<file path="src/rtl/hazard_pkg.sv">
// Shared constants for the ID-stage interlock: counter sizing, producer latencies and MIPS opcodes.
// Decode uses the helpers below to turn opcode/funct into the id_lat / id_is_branch fields.
package hazard_pkg;

  localparam int REG_ADDR_W = 5;
  localparam int LAT_W      = 3;
  localparam int MAX_LAT    = 4;
  localparam int CNT_W      = 16;

  localparam logic [LAT_W-1:0] LAT_NONE = 3'd0;
  localparam logic [LAT_W-1:0] LAT_ALU  = 3'd1;
  localparam logic [LAT_W-1:0] LAT_LW   = 3'd2;
  localparam logic [LAT_W-1:0] LAT_MULT = 3'd4;

  localparam logic [5:0] OP_RTYPE = 6'h00;
  localparam logic [5:0] OP_BEQ   = 6'h04;
  localparam logic [5:0] OP_BNE   = 6'h05;
  localparam logic [5:0] OP_LW    = 6'h23;
  localparam logic [5:0] OP_SW    = 6'h2b;

  localparam logic [5:0] FN_MULT  = 6'h18;
  localparam logic [5:0] FN_MULTU = 6'h19;

  typedef enum logic [1:0] {
    PROD_NONE,
    PROD_ALU,
    PROD_LOAD,
    PROD_MULT
  } prod_e;

  // Stores and branches write no register, so they never create an entry.
  function automatic prod_e classify(input logic [5:0] opcode, input logic [5:0] funct);
    prod_e p;
    p = PROD_NONE;
    case (opcode)
      OP_RTYPE: p = (funct == FN_MULT || funct == FN_MULTU) ? PROD_MULT : PROD_ALU;
      OP_LW:    p = PROD_LOAD;
      OP_SW, OP_BEQ, OP_BNE: p = PROD_NONE;
      default:  p = PROD_ALU;
    endcase
    return p;
  endfunction

  function automatic logic [LAT_W-1:0] prod_lat(input prod_e p);
    logic [LAT_W-1:0] lat;
    lat = LAT_NONE;
    case (p)
      PROD_ALU:  lat = LAT_ALU;
      PROD_LOAD: lat = LAT_LW;
      PROD_MULT: lat = LAT_MULT;
      default:   lat = LAT_NONE;
    endcase
    return lat;
  endfunction

  function automatic logic is_id_branch(input logic [5:0] opcode);
    return (opcode == OP_BEQ) || (opcode == OP_BNE);
  endfunction

endpackage

</file>
<file path="src/rtl/hazard_scoreboard_sb_entry.sv">
// One architectural register's countdown: cycles left until its in-flight result can be forwarded.
// A new write never shortens an older, slower write that is still outstanding.
module sb_entry #(
  parameter int LAT_W   = hazard_pkg::LAT_W,
  parameter int MAX_LAT = hazard_pkg::MAX_LAT
) (
  input  logic             clock,
  input  logic             reset,
  input  logic             set,
  input  logic [LAT_W-1:0] set_lat,
  output logic [LAT_W-1:0] cnt,
  output logic             busy
);

  logic [LAT_W-1:0] cnt_q;
  logic [LAT_W-1:0] cnt_d;
  logic [LAT_W-1:0] dec;
  logic [LAT_W-1:0] clamped;

  always_comb begin
    dec     = (cnt_q == '0) ? '0 : cnt_q - LAT_W'(1);
    clamped = (set_lat > LAT_W'(MAX_LAT)) ? LAT_W'(MAX_LAT) : set_lat;
    cnt_d   = dec;
    if (set && (clamped > dec)) begin
      cnt_d = clamped;
    end
  end

  always_ff @(posedge clock) begin
    if (reset) begin
      cnt_q <= '0;
    end else begin
      cnt_q <= cnt_d;
    end
  end

  assign cnt  = cnt_q;
  assign busy = (cnt_q != '0);

endmodule

</file>
<file path="src/rtl/hazard_scoreboard.sv">
// ID-stage latency scoreboard: stalls decode while a source operand is not yet forwardable,
// records the destination of each issued producer, and counts stall cycles.
module hazard_scoreboard #(
  parameter int REG_ADDR_W = hazard_pkg::REG_ADDR_W,
  parameter int MAX_LAT    = hazard_pkg::MAX_LAT,
  parameter int LAT_W      = hazard_pkg::LAT_W,
  parameter int CNT_W      = hazard_pkg::CNT_W
) (
  input  logic                     clock,
  input  logic                     reset,
  input  logic                     id_valid,
  input  logic [REG_ADDR_W-1:0]    id_rs,
  input  logic [REG_ADDR_W-1:0]    id_rt,
  input  logic                     id_use_rs,
  input  logic                     id_use_rt,
  input  logic                     id_is_branch,
  input  logic [REG_ADDR_W-1:0]    id_rd,
  input  logic [LAT_W-1:0]         id_lat,
  input  logic                     flush,
  output logic                     stall,
  output logic [2**REG_ADDR_W-1:0] pending,
  output logic [CNT_W-1:0]         stall_cycles
);

  localparam int NUM_REGS = 2**REG_ADDR_W;

  logic [LAT_W-1:0]    cnt_w [NUM_REGS];
  logic [NUM_REGS-1:0] busy_w;

  logic [LAT_W-1:0] thr;
  logic [LAT_W-1:0] rs_cnt;
  logic [LAT_W-1:0] rt_cnt;
  logic             rs_haz;
  logic             rt_haz;
  logic             issue;

  logic [CNT_W-1:0] stall_cycles_q;
  logic [CNT_W-1:0] stall_cycles_d;

  // r0 is hardwired zero and can never be the source of a hazard.
  assign cnt_w[0]  = '0;
  assign busy_w[0] = 1'b0;

  for (genvar r = 1; r < NUM_REGS; r++) begin : g_entry
    sb_entry #(
      .LAT_W   (LAT_W),
      .MAX_LAT (MAX_LAT)
    ) u_entry (
      .clock   (clock),
      .reset   (reset),
      .set     (issue && (id_rd == REG_ADDR_W'(r))),
      .set_lat (id_lat),
      .cnt     (cnt_w[r]),
      .busy    (busy_w[r])
    );
  end

  // EX consumers pick up a value that is one cycle from ready via forwarding; ID branches cannot.
  always_comb begin
    thr    = id_is_branch ? '0 : LAT_W'(1);
    rs_cnt = cnt_w[id_rs];
    rt_cnt = cnt_w[id_rt];
    rs_haz = id_use_rs && (rs_cnt > thr);
    rt_haz = id_use_rt && (rt_cnt > thr);
    stall  = id_valid && !flush && (rs_haz || rt_haz);
    issue  = id_valid && !stall && !flush && (id_rd != '0) && (id_lat != '0);
  end

  always_comb begin
    stall_cycles_d = stall_cycles_q;
    if (stall && (stall_cycles_q != '1)) begin
      stall_cycles_d = stall_cycles_q + CNT_W'(1);
    end
  end

  always_ff @(posedge clock) begin
    if (reset) begin
      stall_cycles_q <= '0;
    end else begin
      stall_cycles_q <= stall_cycles_d;
    end
  end

  assign pending      = busy_w;
  assign stall_cycles = stall_cycles_q;

endmodule

</file>
<file path="config.mk">
export PLATFORM = sky130hd
export DESIGN_NAME = hazard_scoreboard
export DESIGN_NICKNAME = d
export VERILOG_FILES = /design/src/rtl/hazard_pkg.sv /design/src/rtl/hazard_scoreboard_sb_entry.sv /design/src/rtl/hazard_scoreboard.sv
export SDC_FILE = /design/constraint.sdc
export NUM_CORES = 1
export LEC_CHECK = 0
export BUFFER_PORTS_ARGS = -buffer_cell sky130_fd_sc_hd__buf_4
export CORE_MARGIN = 3
export CORE_UTILIZATION = 45
export DETAILED_ROUTE_END_ITERATION = 12
export GPL_TIMING_DRIVEN = 0
export PLACE_DENSITY_LB_ADDON = 0.12
export SYNTH_ARGS = -nofsm -noshare
export SYNTH_HDL_FRONTEND = slang
export SYNTH_SLANG_ARGS = --single-unit
export TNS_END_PERCENT = 20
</file>
<file path="constraint.sdc">
create_clock -name clock -period 8.5 [get_ports clock]
set_clock_uncertainty 0.15 [all_clocks]
set_input_delay 0.425 -clock clock [delete_from_list [all_inputs] [get_ports clock]]
set_output_delay 0.425 -clock clock [all_outputs]
set_load 0.01 [all_outputs]
</file>
# Yosys cells after proc, flatten, opt, wreduce, memory -nomap -nowiden
# Index checks and enable logic that the tools add are counted.
# op_classes
n_addsub,32
n_lt_le_gt_ge,36
n_eq_ne,32
mux,70
bitwise,2
n_reduce_logical,138
# op_table
cell,n
3-bit two-way mux,67
3-bit nonzero test,32
3-bit > comparator,31
3-bit logical NOT,31
3-bit by 1-bit subtractor with 3-bit output (second input constant),31
5-bit equality test (second input constant),16
1-bit logical AND,71
5-bit by 4-bit equality test with 1-bit output (second input constant),8
3-bit binary-select mux with 5-bit select,2
5-bit by 3-bit equality test with 1-bit output (second input constant),4
16-bit by 1-bit adder with 16-bit output (second input constant),1
16-bit != test (second input constant),1
6-bit greater-or-equal comparator (second input constant),2
5-bit NOT with 6-bit output,2
5-bit by 2-bit equality test with 1-bit output (second input constant),2
3-bit by 1-bit > comparator with 1-bit output,2
5-bit by 1-bit equality test with 1-bit output (second input constant),1
5-bit nonzero test,1
3-bit > comparator (second input constant),1
1-bit logical NOT,2
1-bit logical OR,1
1-bit two-way mux,1
# word_totals
ff_bits,109
inputBits,25
output_inout_bits,49

# Depth between registers and ports, before layout
# depth
word_depth,16
depth_mapped,17
mapped_depth_nobuf,12

# Cells and area by module
# Synthesis repeated with hierarchy kept, for this count alone.
# hier_totals
cells_unflattened,1330
hier_area_um2,10672.7
# by_module_without_submodules
mod,n_inst,cells_per_inst,area_each_um2,seq_area_each_um2
sb_entry,31,33,269.0,60.1
hazard_scoreboard,1,307,2333.5,320.3

# Least setup slack after synthesis
# Ideal clock, no wire load.
# synth_timing
path_type,input-to-output
from,in id_rt[1]
to,out stall
t_arrival_ns,3.259
setup_slack_ns,4.666
cell_stages,15
n_path_buf,6
path_cell_list,buf_2 -> buf_2 -> buf_2 -> mux4_2 -> mux4_2 -> mux2i_1 -> ha_1 -> nor2_1 -> a221o_1 -> nor4_2 -> and4_1 -> buf_6 -> buf_4 -> buf_2 -> nor2_1
# synth_via
elab_chain_cells,8
# synth_lines
item,line_no,source
start: declaration,hazard_scoreboard.sv:13,"input logic [REG_ADDR_W-1:0] id_rt,"
5-bit NOT with 6-bit output (implied by the code),hazard_scoreboard.sv:62,rt_cnt = cnt_w[id_rt];
3-bit binary-select mux with 5-bit select,hazard_scoreboard.sv:62,
3-bit two-way mux (implied by the code) (2 in series),hazard_scoreboard.sv:62,
3-bit by 1-bit > comparator with 1-bit output,hazard_scoreboard.sv:64,rt_haz = id_use_rt && (rt_cnt > thr);
1-bit logical AND,hazard_scoreboard.sv:64,
1-bit logical OR,hazard_scoreboard.sv:65,stall = id_valid && !flush && (rs_haz || rt_haz);
1-bit logical AND,hazard_scoreboard.sv:65,
end: declaration,hazard_scoreboard.sv:20,"output logic stall,"
# Every way passes these cells. The select of a mux whose other input is x is not followed.

# Worst setup path in the final report
# Same ends and word-level chain as after synthesis.

==> reports/metrics.yaml <==
synth:
  synthCells: 1247
  synth_edf_count: 0
  syn-num-nets: 1430
  synth-async-reset-ratio_pct: 0
  ys_ff_latch: 109
  syn_avg_cell_area_um2: 8.069
  yosysSeqAreaShare_pct: 21.69
  synth-main-ff-cell: "dfxtp_1"
  yosysWarnings: 0
  synth_area_um2: 10060
  synth.distinct_cells: 63
clocking:
  numCtsBuffers: 9
  cts.reportedPaths.clkPinSlew_ns: 0.07
  post-cts-setup-buffer-count: 0
  ctsHoldBuffers: 0
  clk_latency_ns: 0.37
  clock_sinks: 109
  cts_max_path_buffers: 2
  cts_resized: 0
  cts_tree: "built"
  htree_levels: 3
  clock-root-buffer: "clkbuf_16"
floorplanning:
  core-area_um2: 21890
  die_w_um: 155.5
  ios: 74
  die_y_um: 155.5
  dieArea_um2: 24190
  initial_core_util_pct: 45.96
  num_rows: 54
grt:
  grt_max_degree: 23
  grt_first_pass_wirelength_um: 49870
  busiest_layer: "met2"
  grtUsageMet1_pct: 36.85
  met2_usage_pct: 42.12
  antenna_found_initial: 1
  globalRouteMet3Util_pct: 4.716
  grt_pass1_vias: 8813
  grt_overflow_total: 0
  grt_usage_pct: 26.32
min_path:
  hp-class: "in2reg"
  holdPathStages: 3
detailed_routing:
  routed_wl_um: 31960
  ant_nets: 0
  wl_per_cell_um: 19.79
  num_vias: 9273
  drc_errors: 0
  drtPass1Iterations: 5
  drtIter0Drc: 736
  viasPerCell: 5.742
pwr:
  p_per_area_nw_per_um2: 104.1
  ir_drop_mv: 0.1053
  p_leak_nw: 5.168
critical_path:
  setup.worst_path.end: "stall"
  crit_start: "id_rt[1]"
  r2r_start: "g_entry[8].u_entry.cnt[0]$_SDFF_PP0_"
  required_ns: 7.93
  worstSetupStartpointType: "input port"
  end_kind: "output pin"
  crit_path_max_fanout: 10
  r2r_slack_ns: 4.62
  cp.arrival_ns: 4.37
  reg2reg_to: "g_entry[5].u_entry.cnt[2]$_SDFF_PP0_"
  path_class: "in2out"
  ff2ff_path_depth: 13
timing:
  finalSetupTns_ns: 0
  setup_viol: 0
  hold_viol: 0
  timing.final.crit_share_pct: 58.23
  min_period_ns: 4.950
  rsz0062_at_grt: "no"
  slew_headroom_pct: 36.90
  worst_pin_slew_ns: 0.9464
  max_freq_mhz: 202.0
  finalMaxSlewViolations: 0
  worst_slack_ns: 3.550
layout:
  multi_input_area_um2: 6804
  final_cell_mix: "ha_1, inv_1, dfxtp_1"
  regArea_um2: 2182
  drive_gt1_share_pct: 16.34
  layout.nets: 1512
  fillers: 2191
  final_common_cell: "ha_1"
  synthToLayoutAreaGrowth_pct: 12.01
flow_run:
  cap_violations: 0
placement:
  place_ws_ns: 3.657
  place_congestion: 0.9250
  io_buffers: 68
  hpwl_um: 23810
outcome:
  status: "complete, no violations"
-- through the flow --
step / instances / hold WS (ns) / total power (W) / area, um2 / utilization, %
2_1_floorplan: 1247 / 0.3542 / 0.0006521 / 10060 / -
3_3_place_gp: 1595 / 0.3357 / 0.0007397 / 10920 / 49.90
3_5_place_dp: 1598 / 0.3405 / 0.0007459 / 10990 / 50.18
4_1_cts: 1614 / 0.3074 / 0.001172 / 11270 / 51.47
5_1_grt: 1615 / 0.3478 / 0.001209 / 11270 / 51.49
6_report: 1615 / 0.3107 / 0.001174 / 11270 / 51.49
-- cells by family (layout without fill, tap and decap cells) --
logic type / Yosys count / after routing / share of synthesized area, %
AO/OA/AOI/OAI: 262 / 262 / 16.58
adder cells (fa/ha/maj): 158 / 158 / 19.65
flip-flops: 109 / 109 / 21.69
other: 1 / 2 / 0.03727
AND/OR/NAND/NOR: 400 / 400 / 20.55
buffers and inverters: 242 / 329 / 10.69
multiplexers: 75 / 75 / 10.81
-- state kept, by name, summed over array words and instances, names as in the netlist --
signal,flops
stall_cycles,16
g_entry.u_entry.cnt,93
-- layout make-up --
type                    instances  share of cell area [%]
clock buffers                  10                   2.120
flip-flops and latches        109                   19.36
clock inverters                 6                  0.3885
repair buffers                 71                   5.062
diodes                          1                 0.02220
well taps                     280                   3.108
plain buffers                  85                   4.341
inverters                     157                   5.229
multi-input cells             896                   60.37
-- power breakdown --
part	switching [W]	internal, W	leakage [nW]
sequential	0.00000148	0.000511	0.878
clock	0.000226	0.000210	0.139
combinational	0.000156	0.0000695	4.15
-- per-layer routing --
metal	wire (um)	vias up
li1	-	4506
met1	14910	4392
met2	14130	317
met3	2221	58
met4	696	0
met5	0	-
-- synth_stat cells (3+ instances only) --
library cell | count | area (um2)
mux4_2 | 25 | 563.0
nor3b_1 | 3 | 22.52
buf_4 | 35 | 262.8
a21o_1 | 36 | 270.3
nand2_1 | 50 | 187.7
nor4_1 | 7 | 43.79
buf_2 | 16 | 80.08
a211o_1 | 6 | 52.55
dfxtp_1 | 109 | 2182
and2_1 | 32 | 200.2
nor3_1 | 20 | 100.1
o21a_1 | 9 | 67.56
ha_1 | 158 | 1977
nor4b_2 | 3 | 45.04
nor2b_1 | 30 | 187.7
a21oi_1 | 105 | 525.5
inv_1 | 154 | 578.1
nor2_1 | 103 | 386.6
and3_1 | 14 | 87.58
nand4_1 | 15 | 93.84
o311a_1 | 3 | 30.03
a311oi_1 | 8 | 70.07
a2111oi_0 | 3 | 26.28
mux2i_1 | 31 | 310.3
a31oi_1 | 13 | 81.33
and4_1 | 3 | 26.28
a211oi_1 | 8 | 60.06
o21ai_0 | 32 | 160.2
or3_1 | 5 | 31.28
o211ai_1 | 6 | 45.04
clkbuf_1 | 28 | 105.1
o31ai_1 | 13 | 97.59
or2_2 | 24 | 150.1
nand2b_1 | 6 | 37.54
nand3_1 | 72 | 360.4
mux2_2 | 17 | 191.4
buf_1 | 3 | 11.26
or4_1 | 8 | 60.06
a32oi_1 | 4 | 35.03
-- worst min path at each step --
stage	start	to	slack (ns)
finish	reset	stall_cycles[0]$_SDFFE_PP0P_	0.31
global route	reset	stall_cycles[0]$_SDFFE_PP0P_	0.35
CTS	reset	stall_cycles[0]$_SDFFE_PP0P_	0.31
detailed placement	stall_cycles[11]$_SDFFE_PP0P_	stall_cycles[11]$_SDFFE_PP0P_	0.34
global placement	stall_cycles[9]$_SDFFE_PP0P_	stall_cycles[9]$_SDFFE_PP0P_	0.34
floorplan	stall_cycles[11]$_SDFFE_PP0P_	stall_cycles[11]$_SDFFE_PP0P_	0.35
-- worst max-delay path, cell delays in order --
cell and delay (ns):
buf_2 0.20, buf_2 0.32, buf_2 0.35, mux4_2 0.36, mux4_2 0.49, mux2i_1 0.16
ha_1 0.16, nor2_1 0.04, a221o_1 0.35, nor4_2 0.21, and4_1 0.32, buf_6 0.17
buf_4 0.20, buf_2 0.35, nor2_1 0.11, buf_4 0.16
No activity file was read; power rests on OpenSTA's default activity.
